`config.mk`:
```
export PLATFORM = sky130hd
export DESIGN_NAME = sync_rr_merge
export DESIGN_NICKNAME = d
export VERILOG_FILES = /design/src/rtl/sync_rr_merge.sv
export SDC_FILE = /design/constraint.sdc
export NUM_CORES = 1
export LEC_CHECK = 0
export CORE_MARGIN = 2
export CORE_UTILIZATION = 40
export DETAILED_ROUTE_END_ITERATION = 7
export PLACE_DENSITY = 0.84
export RECOVER_POWER = 100
export SYNTH_ARGS = -nofsm -noshare
export SYNTH_HDL_FRONTEND = slang
export SYNTH_SLANG_ARGS = --single-unit
```
`constraint.sdc`:
```
create_clock -name clk -period 3.47 [get_ports clk]
set_input_delay 0.347 -clock clk [delete_from_list [all_inputs] [get_ports clk]]
set_output_delay 0.347 -clock clk [all_outputs]
set_load 0.1 [all_outputs]
```
`src/rtl/sync_rr_merge.sv`:
```
// Round-robin merge of NUM_WAYS interleaved FIFO ways into one in-order stream,
// decoupled from the consumer by a 2-entry output buffer.
module sync_rr_merge #(
  parameter int DATA_WIDTH = 8,
  parameter int NUM_WAYS = 2,
  localparam int LB_NUM_WAYS = $clog2(NUM_WAYS)
) (
  input  logic                           clk,
  input  logic                           rstn,
  input  logic                           clear,
  input  logic [NUM_WAYS*DATA_WIDTH-1:0] in_data,
  input  logic [NUM_WAYS-1:0]            in_valid,
  output logic [NUM_WAYS-1:0]            in_ready,
  output logic [DATA_WIDTH-1:0]          out_data,
  output logic                           out_valid,
  input  logic                           out_ready,
  output logic [LB_NUM_WAYS-1:0]         sel,
  output logic [1:0]                     count
);

  logic [LB_NUM_WAYS-1:0] ptr_reg;
  logic [LB_NUM_WAYS-1:0] ptr_next;
  logic [1:0]             count_reg;
  logic                   wr_reg;
  logic                   rd_reg;
  logic [DATA_WIDTH-1:0]  slot_reg [2];
  logic [DATA_WIDTH-1:0]  way_data [NUM_WAYS];
  logic                   has_room;
  logic                   take;
  logic                   pop;

  // in_ready is a pure function of registers, so it never depends on out_ready.
  genvar gi;
  generate
    for (gi = 0; gi < NUM_WAYS; gi++) begin : g_way
      assign way_data[gi] = in_data[gi*DATA_WIDTH +: DATA_WIDTH];
      assign in_ready[gi] = has_room && (ptr_reg == LB_NUM_WAYS'(gi));
    end
  endgenerate

  assign has_room  = (count_reg != 2'd2);
  assign take      = in_valid[ptr_reg] && has_room;
  assign pop       = (count_reg != 2'd0) && out_ready;
  assign ptr_next  = (ptr_reg == LB_NUM_WAYS'(NUM_WAYS-1)) ? '0 : ptr_reg + 1'b1;

  assign out_valid = (count_reg != 2'd0);
  assign out_data  = slot_reg[rd_reg];
  assign sel       = ptr_reg;
  assign count     = count_reg;

  always_ff @(posedge clk) begin
    if (!rstn || clear) begin
      ptr_reg   <= '0;
      count_reg <= 2'd0;
      wr_reg    <= 1'b0;
      rd_reg    <= 1'b0;
    end else begin
      if (take) begin
        ptr_reg <= ptr_next;
        wr_reg  <= ~wr_reg;
      end
      if (pop) begin
        rd_reg <= ~rd_reg;
      end
      case ({take, pop})
        2'b10:   count_reg <= count_reg + 2'd1;
        2'b01:   count_reg <= count_reg - 2'd1;
        default: count_reg <= count_reg;
      endcase
    end
  end

  // Slot contents need no reset: a slot is only visible once count covers it.
  always_ff @(posedge clk) begin
    if (take) begin
      slot_reg[wr_reg] <= way_data[ptr_reg];
    end
  end

endmodule
```
==> results of run 1 <==
per-layer routing:
metal / routed length [µm] / global-route usage, % / vias up
met5: 0 / 0 / -
met4: 0 / 6.410 / 0
met3: 140 / 2.825 / 0
met2: 905 / 25.21 / 26
met1: 724 / 15.54 / 299
li1: - / - / 318
critical path, cell delays in order (launching register included):
cell and delay, ns:
dfxtp_1 0.55, mux2_2 0.22, dlygate4sd3_1 1.21
cell families (layout without fill, tap and decap cells):
group | Yosys count | after routing | synth area share, %
AND/OR/NAND/NOR | 13 | 13 | 7.190
buffers and inverters | 4 | 41 | 1.699
multiplexers | 17 | 17 | 19.87
flip-flops | 22 | 22 | 62.75
adder cells (fa/ha/maj) | 1 | 1 | 1.307
XOR/XNOR | 3 | 3 | 2.746
AO/OA/AOI/OAI | 7 | 7 | 4.444
area by class of cell:
class                      instances  area, µm²
inverter                           2      7.507
clock buffer                       3      22.52
timing repair buffer              35      337.8
sequential                        22      600.6
fill                             188      859.6
tap                               28      35.03
clock inverter                     1      30.03
multi-input combinational         41      340.3
per-stage QoR:
stage	utilization (%)	instances	hold WS, ns
after floorplan	-	67	0.4622
after global placement	59.50	128	0.4740
after detailed placement	59.50	128	0.4960
after CTS	61.85	132	0.5256
after global routing	61.51	132	0.5321
final	61.51	132	0.5254
report_power, final:
part	switching, mW	internal [mW]	total (mW)
logic	0.131	0.0579	0.189
clock network	0.0718	0.117	0.188
registers	0.00905	0.299	0.308
total	0.212	0.474	0.686
cells in the mapped netlist (2+ instances only):
library cell	n	share of area (%)
a21oi_1	3	1.6
dfxtp_1	6	13
edfxtp_1	16	50
inv_1	2	0.78
mux2_1	7	8.2
mux2_2	9	11
nand2b_1	2	1.3
nor2_1	5	2.0
o21ai_0	2	1.0
or2_1	2	1.3
or3_1	2	1.3
xnor2_1	2	1.8
worst max path at each step:
stage | cells past startpoint | startpoint | end
floorplan | 2 | count[0] | in_ready[0]
global placement | 2 | register | out_data[5]
detailed placement | 2 | register | out_data[6]
CTS | 2 | register | out_data[3]
global route | 2 | register | out_data[5]
finish | 2 | register | out_data[5]
==> flow_metrics.py, run 1 <==
metrics = {
    "power": {
        "p_total_uw": 685.5,
        "powerDensity_mw_per_mm2": 499.0,
        "irDropWorstVdd_uv": 324.8,
        "p_leak_nw": 0.4887,
    },
    "worst_setup_path": {
        "startpoint_type": "register",
        "r2r_start": "sel",
        "arrival_ns": 2.27,
        "worstSetupEndpointType": "output pin",
        "r2r_end": "count[1]",
        "required_ns": 3.12,
        "critical_path_class": "register to output pin",
        "reg2reg_slack_ns": 1.37,
        "worstRegToRegCells": 5,
        "crit_fanout": 8,
    },
    "timing": {
        "finalSetupViolations": 0,
        "min_period_over_period_pct": 75.51,
        "max_freq_mhz": 381.7,
        "slew_headroom_pct": 22.47,
        "worst_slack_ns": 0.8499,
        "skew_ns": 0.002965,
        "setup-tns-final_ns": 0,
        "hold_viol_final": 0,
        "grt_setup_unrepaired": "false",
        "tightest_slew_ns": 1.168,
        "fin_crit_ns": 2.620,
        "slew_viol_final": 0,
    },
    "placement": {
        "preCtsSetupSlack_ns": 1.233,
        "place_area_mm2": 0.001329,
        "dp.final_hpwl_um": 1364,
        "place_congestion": 0.6837,
        "portBuffers": 35,
    },
    "final_layout": {
        "largest_reg_flops": 16,
        "drive_above_1_share_pct": 13.46,
        "final_design_area_no_fill_mm2": 0.001374,
        "antenna_cells": 0,
        "fin_nets": 128,
        "syn_to_final_growth_pct": 43.53,
        "final_cell_mix": "21 x clkdlybuf4s50_1, 16 x edfxtp_1, 12 x dlygate4sd3_1",
        "final_common_cell": "clkdlybuf4s50_1",
    },
    "hold_path": {
        "worstHoldEndpoint": "wr_reg",
        "min_path_cells": 2,
        "hold_path.startpoint": "wr_reg",
        "hp-class": "register to register",
    },
    "logic_synthesis": {
        "syn_nets": 90,
        "synth_edf_count": 16,
        "synth_cell_types": 21,
        "ys_ff_latch": 22,
        "netlist_area_um2": 957.2,
        "avgSynthCellArea_um2": 14.29,
        "yosysSeqAreaShare_pct": 62.75,
        "syn_inst": 67,
        "ys.flop_type": "edfxtp_1",
        "ys.warnings.count": 0,
        "async_flop_share_pct": 0,
    },
    "clock_tree": {
        "insertion_delay_ns": 0.30,
        "cts_tree": "built",
        "cts_setup_buffers": 0,
        "hold_buffers": 0,
        "h-tree-depth": 1,
        "cts-root-buf": "clkbuf_4",
        "cts_num_sinks": 22,
        "clk_pin_slew_ns": 0.11,
        "clk_path_buf_depth": 2,
        "cts_buffers": 3,
        "cts-resized-gates": 0,
    },
    "grt": {
        "grtUsageTotal_pct": 13.94,
        "grt_first_pass_wirelength_um": 2711,
        "antenna_found_initial": 0,
        "grt_max_degree": 15,
        "grt_overflow": 0,
        "grt_pass1_vias": 626,
    },
    "die": {
        "ios": 36,
        "fp.dieH_um": 52.92,
        "start_util_pct": 42.86,
        "core.rowCount": 17,
        "dieArea_mm2": 0.002800,
        "die_x_um": 52.92,
        "core_area_mm2": 0.002233,
    },
    "routing": {
        "vias": 643,
        "wl_per_cell_um": 13.41,
        "drt_pass1_iterations": 3,
        "drt_iter0_markers": 4,
        "drcViolationCount": 0,
        "vias_per_cell": 4.871,
        "drt_wl_total_um": 1770,
        "ant_nets": 0,
    },
    "run": {
        "cap_violations": 0,
    },
    "status": {
        "status": "completed",
    },
}
Power figures use the tool's default switching activity.
==> run 2, diff against run 1 <==
--- a/config.mk
+++ b/config.mk
@@ -6,9 +6,9 @@
 export NUM_CORES = 1
 export LEC_CHECK = 0
 export CORE_MARGIN = 2
-export CORE_UTILIZATION = 40
+export CORE_UTILIZATION = 38
 export DETAILED_ROUTE_END_ITERATION = 7
-export PLACE_DENSITY = 0.84
+export PLACE_DENSITY = 0.83
 export RECOVER_POWER = 100
 export SYNTH_ARGS = -nofsm -noshare
 export SYNTH_HDL_FRONTEND = slang
==> constraint.sdc (replaced) <==
create_clock -name clk -period 2.2 [get_ports clk]
set_input_delay 0.22 -clock clk [delete_from_list [all_inputs] [get_ports clk]]
set_output_delay 0.22 -clock clk [all_outputs]
set_load 0.1 [all_outputs]
==> run 2 against run 1 <==
- largest power group unchanged
- sequential share of layout area is 2.8 points higher
- critical path depth grew 3
- clock skew about the same
- highest routed layer unchanged
- die area increased by 4.9%
- worst setup slack worse by 0.54 ns
==> flow_metrics.py, run 2 (synthesized netlist as in run 1, its figures left out) <==
metrics = {
    "worst_setup_path": {
        "startpoint_type": "register",
        "critPathBufInv": 0,
        "slowest_stage": "dfxtp_2",
        "required_ns": 2.42,
        "critical_path_class": "register to register",
        "arrival_ns": 2.11,
        "crit_fanout": 14,
        "worstSetupEndpointType": "register",
        "cpPeakStageDelay_ns": 0.56,
        "r2r_start": "sel",
        "crit_start": "sel",
        "crit_chain": "mux2i_1, or2_0, ha_1, or3_1, a21oi_1",
        "crit_family": "simple AND/OR/NAND/NOR gates",
    },
    "power": {
        "p_total_uw": 943.3,
        "powerDensity_mw_per_mm2": 727.7,
        "p_leak_nw": 0.4764,
        "irDropWorstVdd_uv": 375.6,
    },
    "clock_tree": {
        "h-tree-depth": 1,
        "cts_buffers": 3,
        "cts-resized-gates": 0,
        "clk_pin_slew_ns": 0.11,
        "clk_path_buf_depth": 2,
        "cts-root-buf": "clkbuf_4",
        "cts_num_sinks": 22,
        "cts_tree": "built",
        "hold_buffers": 0,
        "cts_setup_buffers": 0,
        "insertion_delay_ns": 0.29,
    },
    "timing": {
        "max_freq_mhz": 529.1,
        "hold_viol_final": 0,
        "finalSetupViolations": 0,
        "setup-tns-final_ns": 0,
        "slew_viol_final": 0,
        "slew_headroom_pct": 23.52,
        "tightest_slew_ns": 1.152,
        "grt_setup_unrepaired": "false",
        "skew_ns": 0.002923,
        "fin_crit_ns": 1.890,
        "min_period_over_period_pct": 85.91,
    },
    "final_layout": {
        "syn_to_final_growth_pct": 35.42,
        "fin_nets": 129,
        "drive_above_1_share_pct": 27.88,
        "final_common_cell": "clkdlybuf4s50_1",
        "largest_reg_flops": 16,
        "antenna_cells": 0,
        "final_cell_mix": "21 x clkdlybuf4s50_1, 16 x edfxtp_1, 13 x clkbuf_2",
    },
    "routing": {
        "drt_wl_total_um": 1836,
        "drcViolationCount": 0,
        "vias_per_cell": 4.828,
        "drt_iter0_markers": 4,
        "wl_per_cell_um": 13.70,
        "vias": 647,
        "ant_nets": 0,
        "drt_pass1_iterations": 4,
    },
    "placement": {
        "portBuffers": 35,
        "place_congestion": 0.7320,
        "dp.final_hpwl_um": 1422,
    },
    "status": {
        "status": "completed",
    },
    "die": {
        "ios": 36,
        "start_util_pct": 39.35,
        "die_x_um": 54.19,
        "dieArea_mm2": 0.002937,
        "core.rowCount": 18,
        "core_area_mm2": 0.002432,
        "fp.dieH_um": 54.19,
    },
    "grt": {
        "grt_pass1_vias": 661,
        "grt_max_degree": 15,
        "grtUsageTotal_pct": 13.21,
        "grt_first_pass_wirelength_um": 2670,
        "antenna_found_initial": 0,
        "grt_overflow": 0,
    },
    "run": {
        "cap_violations": 0,
    },
    "hold_path": {
        "hold_path.startpoint": "in_valid[1]",
        "hp-class": "input port to register",
    },
}
## run 2: cell count changes in the layout (fill, tap and decap cells not counted)
cell / delta
dlygate4sd3_1: -12
dfxtp_2: +2
dfxtp_1: -2
nor2_1: -1
bufinv_16: -1
nor2_2: +1
clkbuf_2: +13
## run 2: worst reg2reg max path, stage by stage, from the launching register on
cell and delay (ns):
dfxtp_2 0.56, mux2i_1 0.15, or2_0 0.25, ha_1 0.35
or3_1 0.37, a21oi_1 0.14
## run 2: routing by layer
metal / routed length [µm] / part of all wire, % / track usage (%) / up-vias
met2: 1020 / 56 / 27.31 / 28
met5: 0 / 0 / 0 / -
met3: 143 / 7.8 / 3.333 / 0
li1: - / - / - / 319
met4: 0 / 0 / 3.750 / 0
met1: 672 / 37 / 12.21 / 300
## run 2: final timing paths
check,depth (start not counted),end,slack (ns)
min reg2reg,2,wr_reg,0.53
min,2,sel,0.52
max reg2reg,5,count[1],0.31
max,5,count[1],0.31
## run 2: area by class of cell
class | instances | area (µm²)
multi-input cells | 41 | 342.8
flip-flops and latches | 22 | 603.1
fillers | 218 | 1136
inverters | 2 | 7.507
clock buffers | 3 | 22.52
well taps | 30 | 37.54
repair buffers | 36 | 282.8
## run 2: where the power goes
group,switching [mW],total (mW),internal [mW]
registers,0.0153,0.488,0.473
clock network,0.104,0.168,0.0636
logic,0.208,0.288,0.0801
## run 2: through the flow
stage               hold WS (ns)  util, %  std cells  setup WS (ns)  cell area [µm²]
floorplan                 0.3277        -         67         0.2026            963.4
global placement          0.4811    54.06        131         0.2844             1315
detailed placement        0.5027    54.06        131         0.2255             1315
CTS                       0.5141    54.99        134         0.3089             1338
global route              0.5269    53.29        134         0.1670             1296
finish                    0.5205    53.29        134         0.3100             1296
